$ cat src/rtl/uart_tx_arbiter.sv
// Round-robin arbiter that shares one UART transmitter among NUM_REQ byte sources.
// Each granted byte is held for the transmitter until done or watchdog abort, followed by a one-cycle guard gap.
module uart_tx_arbiter #(
    parameter int SIZE_DATA      = 8,
    parameter int NUM_REQ        = 4,
    parameter int TIMEOUT_CYCLES = 200000
) (
    input  logic                           i_clk,
    input  logic                           i_rst,
    input  logic [NUM_REQ-1:0]             i_req_valid,
    input  logic [NUM_REQ*SIZE_DATA-1:0]   i_req_data,
    output logic [NUM_REQ-1:0]             o_req_ready,
    output logic                           o_tx_en,
    output logic                           o_fifo_empty,
    output logic [SIZE_DATA-1:0]           o_tx_data,
    input  logic                           i_tx_done,
    output logic [$clog2(NUM_REQ)-1:0]     o_grant_id,
    output logic                           o_busy,
    output logic                           o_timeout
);

    localparam int IDW = $clog2(NUM_REQ);
    localparam int WDW = $clog2(TIMEOUT_CYCLES);
    localparam logic [WDW-1:0] WD_LAST = WDW'(TIMEOUT_CYCLES - 1);
    localparam logic [IDW-1:0] ID_LAST = IDW'(NUM_REQ - 1);

    typedef enum logic [1:0] {
        IDLE,
        SEND,
        GUARD
    } state_t;

    state_t                 r_state;
    state_t                 w_state_next;
    logic [IDW-1:0]         r_rr_ptr;
    logic [IDW-1:0]         r_grant_id;
    logic [SIZE_DATA-1:0]   r_tx_data;
    logic [WDW-1:0]         r_wdog;

    logic                   w_found;
    logic [IDW-1:0]         w_sel_idx;
    logic [SIZE_DATA-1:0]   w_sel_data;
    logic [NUM_REQ-1:0]     w_ready;
    logic [IDW-1:0]         w_next_ptr;
    logic                   w_accept;
    logic                   w_advance;
    logic                   w_timeout;

    // First valid requester at or after the round-robin pointer, wrapping.
    always_comb begin
        logic [IDW-1:0] cand;
        w_found   = 1'b0;
        w_sel_idx = '0;
        cand      = '0;
        for (int i = 0; i < NUM_REQ; i++) begin
            cand = IDW'((int'(r_rr_ptr) + i) % NUM_REQ);
            if (!w_found && i_req_valid[cand]) begin
                w_found   = 1'b1;
                w_sel_idx = cand;
            end
        end
    end

    always_comb begin
        w_sel_data = i_req_data[int'(w_sel_idx)*SIZE_DATA +: SIZE_DATA];
    end

    always_comb begin
        w_ready = '0;
        if ((r_state == IDLE) && w_found && !i_rst) begin
            w_ready[w_sel_idx] = 1'b1;
        end
    end

    always_comb begin
        w_next_ptr = (r_grant_id == ID_LAST) ? '0 : r_grant_id + IDW'(1);
    end

    // Completion takes priority over the watchdog when both land in one cycle.
    always_comb begin
        w_state_next = r_state;
        w_accept     = 1'b0;
        w_advance    = 1'b0;
        w_timeout    = 1'b0;
        case (r_state)
            IDLE: begin
                if (w_found) begin
                    w_accept     = 1'b1;
                    w_state_next = SEND;
                end
            end
            SEND: begin
                if (i_tx_done) begin
                    w_advance    = 1'b1;
                    w_state_next = GUARD;
                end else if (r_wdog == WD_LAST) begin
                    w_timeout    = 1'b1;
                    w_advance    = 1'b1;
                    w_state_next = GUARD;
                end
            end
            GUARD: begin
                w_state_next = IDLE;
            end
            default: begin
                w_state_next = IDLE;
            end
        endcase
    end

    always_ff @(posedge i_clk) begin
        if (i_rst) begin
            r_state    <= IDLE;
            r_rr_ptr   <= '0;
            r_grant_id <= '0;
            r_tx_data  <= '0;
            r_wdog     <= '0;
        end else begin
            r_state <= w_state_next;
            if (w_accept) begin
                r_tx_data  <= w_sel_data;
                r_grant_id <= w_sel_idx;
                r_wdog     <= '0;
            end else if (r_state == SEND) begin
                r_wdog <= r_wdog + WDW'(1);
            end
            if (w_advance) begin
                r_rr_ptr <= w_next_ptr;
            end
        end
    end

    always_comb begin
        o_req_ready  = w_ready;
        o_tx_en      = (r_state == SEND);
        o_fifo_empty = (r_state != SEND);
        o_busy       = (r_state == SEND) || (r_state == GUARD);
        o_timeout    = w_timeout && !i_rst;
        o_tx_data    = r_tx_data;
        o_grant_id   = r_grant_id;
    end

endmodule

$ cat config.mk
export PLATFORM = sky130hd
export DESIGN_NAME = uart_tx_arbiter
export DESIGN_NICKNAME = d
export VERILOG_FILES = /design/src/rtl/uart_tx_arbiter.sv
export SDC_FILE = /design/constraint.sdc
export NUM_CORES = 1
export LEC_CHECK = 0
export BUFFER_PORTS_ARGS = -buffer_cell sky130_fd_sc_hd__buf_4
export CORE_UTILIZATION = 35
export DETAILED_ROUTE_END_ITERATION = 8
export GPL_TIMING_DRIVEN = 1
export PLACE_DENSITY = 0.57
export SETUP_SLACK_MARGIN = 0.1
export SLEW_MARGIN = 20
export SYNTH_ARGS = -nofsm -noshare
export SYNTH_HDL_FRONTEND = slang
export SYNTH_SLANG_ARGS = --single-unit
$ cat constraint.sdc
create_clock -name i_clk -period 2.14 [get_ports i_clk]
set_clock_uncertainty 0.15 [all_clocks]
set_input_delay 0.107 -clock i_clk [delete_from_list [all_inputs] [get_ports i_clk]]
set_output_delay 0.107 -clock i_clk [all_outputs]
set_load 0.005 [all_outputs]
==> flow_summary.yaml <==
power_and_ir_drop:
  leakage_nw: 1.083
  combPwrFrac_pct: 32.7
  p_int_w: 0.001334
  ir_drop_mv: 0.3083
  switchingPower_w: 0.0005680
  pwr-share-seq_pct: 36.8
  switching_share_pct: 29.85
  pwr-share-clk_pct: 30.5
  power.density_nw_per_um2: 715.5
timing:
  fin_tns_setup_ps: 0
  max_slew.worst_pin.slew_ps: 586.3
  post-route-period-util_pct: 91.28
  rsz0062_at_grt: "yes"
  relSlewSlack_pct: 60.92
  fmax_ghz: 0.5119
  hold_viol: 0
  finalSetupViolations: 0
  slew_violations: 0
  min_period_ps: 1953
clocking:
  htree_levels: 2
  cts_sinks: 32
  clk_pin_slew_ps: 70
  clockBufferDepth: 2
  cts_buffers: 5
  cts_root_buf: "clkbuf_8"
  cts_tree: "built"
  hold_buffers: 0
  clk_latency_ps: 290
setup_path:
  path_cells: "ha_1, and4_1, nand4_1, buf_4, nor4_2, buf_4"
  worstSetupEndpointType: "primary output"
  worst-endpoint-arrival_ps: 1700
  worst_setup_path_start_kind: "flip-flop"
  cp_data_required_time_ps: 1880
  max_stage_delay_ps: 370
  critical-path-top-cell-by-count: "buf_4"
  criticalPathCategory: "flip-flop to primary output"
  reg2reg_slack_ps: 190
  slowest_stage: "dfxtp_1"
  worstPathMaxFanout: 4
logic_synthesis:
  yosysWarnings: 0
  yosysUniqueCellTypes: 40
  synth-async-reset-ratio_pct: 0
  synth_cells: 223
  synth.yosys.seq_area_share_pct: 33.51
  avgSynthCellArea_um2: 8.573
  ys.flop_type: "dfxtp_1"
  synth-edff-count: 0
  syn-num-nets: 268
  netlist_area_um2: 1912
  ys_ff_latch: 32
floorplanning:
  die_area_um2: 5762
  fp.dieW_um: 75.91
  core_area_um2: 5172
  start_util_pct: 36.96
  die_h_um: 75.91
  io_pins: 57
  rows: 26
outcome:
  status: "finished clean"
layout:
  fin_nets: 340
  syn2layout_area_growth_pct: 39.07
  drive_gt1_share_pct: 35.47
  mostFrequentLayoutCells: "buf_4 (78), dfxtp_1 (31), nor2_1 (25)"
  diodes: 0
  final_common_cell: "buf_4"
  fin_cells: 366
placed_design:
  port_buffers: 56
  place.detailed.hpwl_um: 3637
  gp_congestion: 0.7879
  place_inst: 349
global_routing:
  grt_start_max_net_pins: 19
  grt_use_total_pct: 18.15
  grt_pass1_vias: 1738
  grt.overflow.total: 0
  grt_first_pass_wirelength_um: 8286
  antenna_found_initial: 0
routing:
  first_iter_violations: 40
  via_per_inst: 5.055
  ant_nets: 0
  wirelength_um: 5022
  drt_first_pass_iters: 4
  vias: 1850
  routedWlPerCell_um: 13.72
  drcViolationCount: 0
job:
  drv_cap: 0
min_path:
  min_path_type: "primary input to flip-flop"
==> metal layers <==
metal  global-route usage (%)  part of all wire, %
met4                    6.346                  1.2
met3                    4.578                  4.2
met2                    30.27                   47
met5                        0                    0
met1                    22.61                   48
==> cell families (layout without fill, tap and decap cells) <==
| kind of cell | after synthesis | count (layout) | synth area share (%) |
|---|---|---|---|
| AO/OA/AOI/OAI | 52 | 52 | 20.68 |
| buffers and inverters | 24 | 97 | 6.805 |
| multiplexers | 6 | 6 | 3.861 |
| XOR/XNOR | 17 | 17 | 7.788 |
| adder cells (fa/ha/maj) | 6 | 6 | 3.927 |
| flip-flops | 32 | 32 | 33.51 |
| AND/OR/NAND/NOR | 86 | 86 | 23.43 |
==> cell type report <==
| class | instances | area, um^2 |
|---|---|---|
| fillers | 522 | 2514 |
| repair buffers | 79 | 596.8 |
| flip-flops and latches | 32 | 644.4 |
| clock buffers | 6 | 72.57 |
| multi-input cells | 167 | 1185 |
| clock inverters | 2 | 35.03 |
| well taps | 70 | 87.58 |
| inverters | 10 | 37.54 |
==> state kept, by name, summed over array words and instances, names as in the netlist <==
| name | count |
|---|---|
| r_state | 2 |
| o_tx_data | 8 |
| r_rr_ptr | 2 |
| o_grant_id | 2 |
| r_wdog | 18 |
==> cell usage after synthesis, types with 2 or more instances <==
cell      number  share of area [%]
mux2i_1        4                2.1
nor3_1         6                1.6
nor4_1        12                3.9
or2_2          2               0.65
nand2b_1       8                2.6
a21oi_1        3               0.79
o31a_1         8                3.7
buf_2          4                1.0
nor2_1        26                5.1
nand4_1        8                2.6
a32o_1         8                4.2
nand3_1        3               0.79
a31oi_1        9                2.9
buf_6          3                1.8
nand2_1       12                2.4
inv_1          9                1.8
o21ai_0        9                2.4
and3_1         5                1.6
dfxtp_1       32                 34
clkbuf_1       4               0.79
xor2_1        12                5.5
o21a_1         2               0.79
ha_1           6                3.9
xnor2_1        5                2.3
a211o_1        8                3.7
==> metrics by stage <==
| step | setup WS [ps] | hold WS [ps] | total power, W | area [um^2] | utilization (%) |
|---|---|---|---|---|---|
| floorplan | 218.5 | 98.12 | 0.001030 | 1912 | - |
| global placement | 99.65 | 308.4 | 0.001285 | 2432 | 47.02 |
| detailed placement | 78.16 | 305.5 | 0.001291 | 2432 | 47.02 |
| CTS | 107.4 | 20.30 | 0.001886 | 2557 | 49.44 |
| global route | 93.97 | 25.28 | 0.002021 | 2659 | 51.40 |
| finish | 186.5 | 24.18 | 0.001902 | 2659 | 51.40 |
==> power groups by stage <==
stage / Sequential (W) / Combinational, W / Clock [W]
2_1_floorplan: 0.000707 / 0.000322 / 0
3_3_place_gp: 0.000712 / 0.000572 / 0
3_5_place_dp: 0.000713 / 0.000577 / 0
4_1_cts: 0.000699 / 0.000587 / 0.000600
5_1_grt: 0.000706 / 0.000689 / 0.000626
6_report: 0.000699 / 0.000622 / 0.000581
==> worst max-delay path: cells and delay by family, from the launching register on <==
family | cells | cell delay, ps
adder cells (fa/ha/maj) | 1 | 240
buffers and inverters | 2 | 330
flip-flops | 1 | 370
AND/OR/NAND/NOR | 3 | 480
==> final timing paths <==
path | cells past startpoint | from | to
worst min-delay path | 3 | i_req_data[28] | o_tx_data[4]$_SDFFE_PP0P_
worst max register to register | 6 | r_rr_ptr[1]$_SDFFE_PP0P_ | o_tx_data[5]$_SDFFE_PP0P_
worst min register to register | 1 | o_tx_data[4]$_SDFFE_PP0P_ | o_tx_data[4]$_SDFFE_PP0P_
worst max-delay path | 6 | r_wdog[0]$_SDFFE_PP0N_ | o_timeout
==> timing repair <==
item / in CTS / in global routing
hold endpoints to repair: 0 / 0
buffers inserted: 0 / 9
endpoints found under the setup margin: 12 / 11
resized for setup: 6 / 8
pin swaps: 0 / 3
Note: power is estimated with default switching activity, not from simulation.
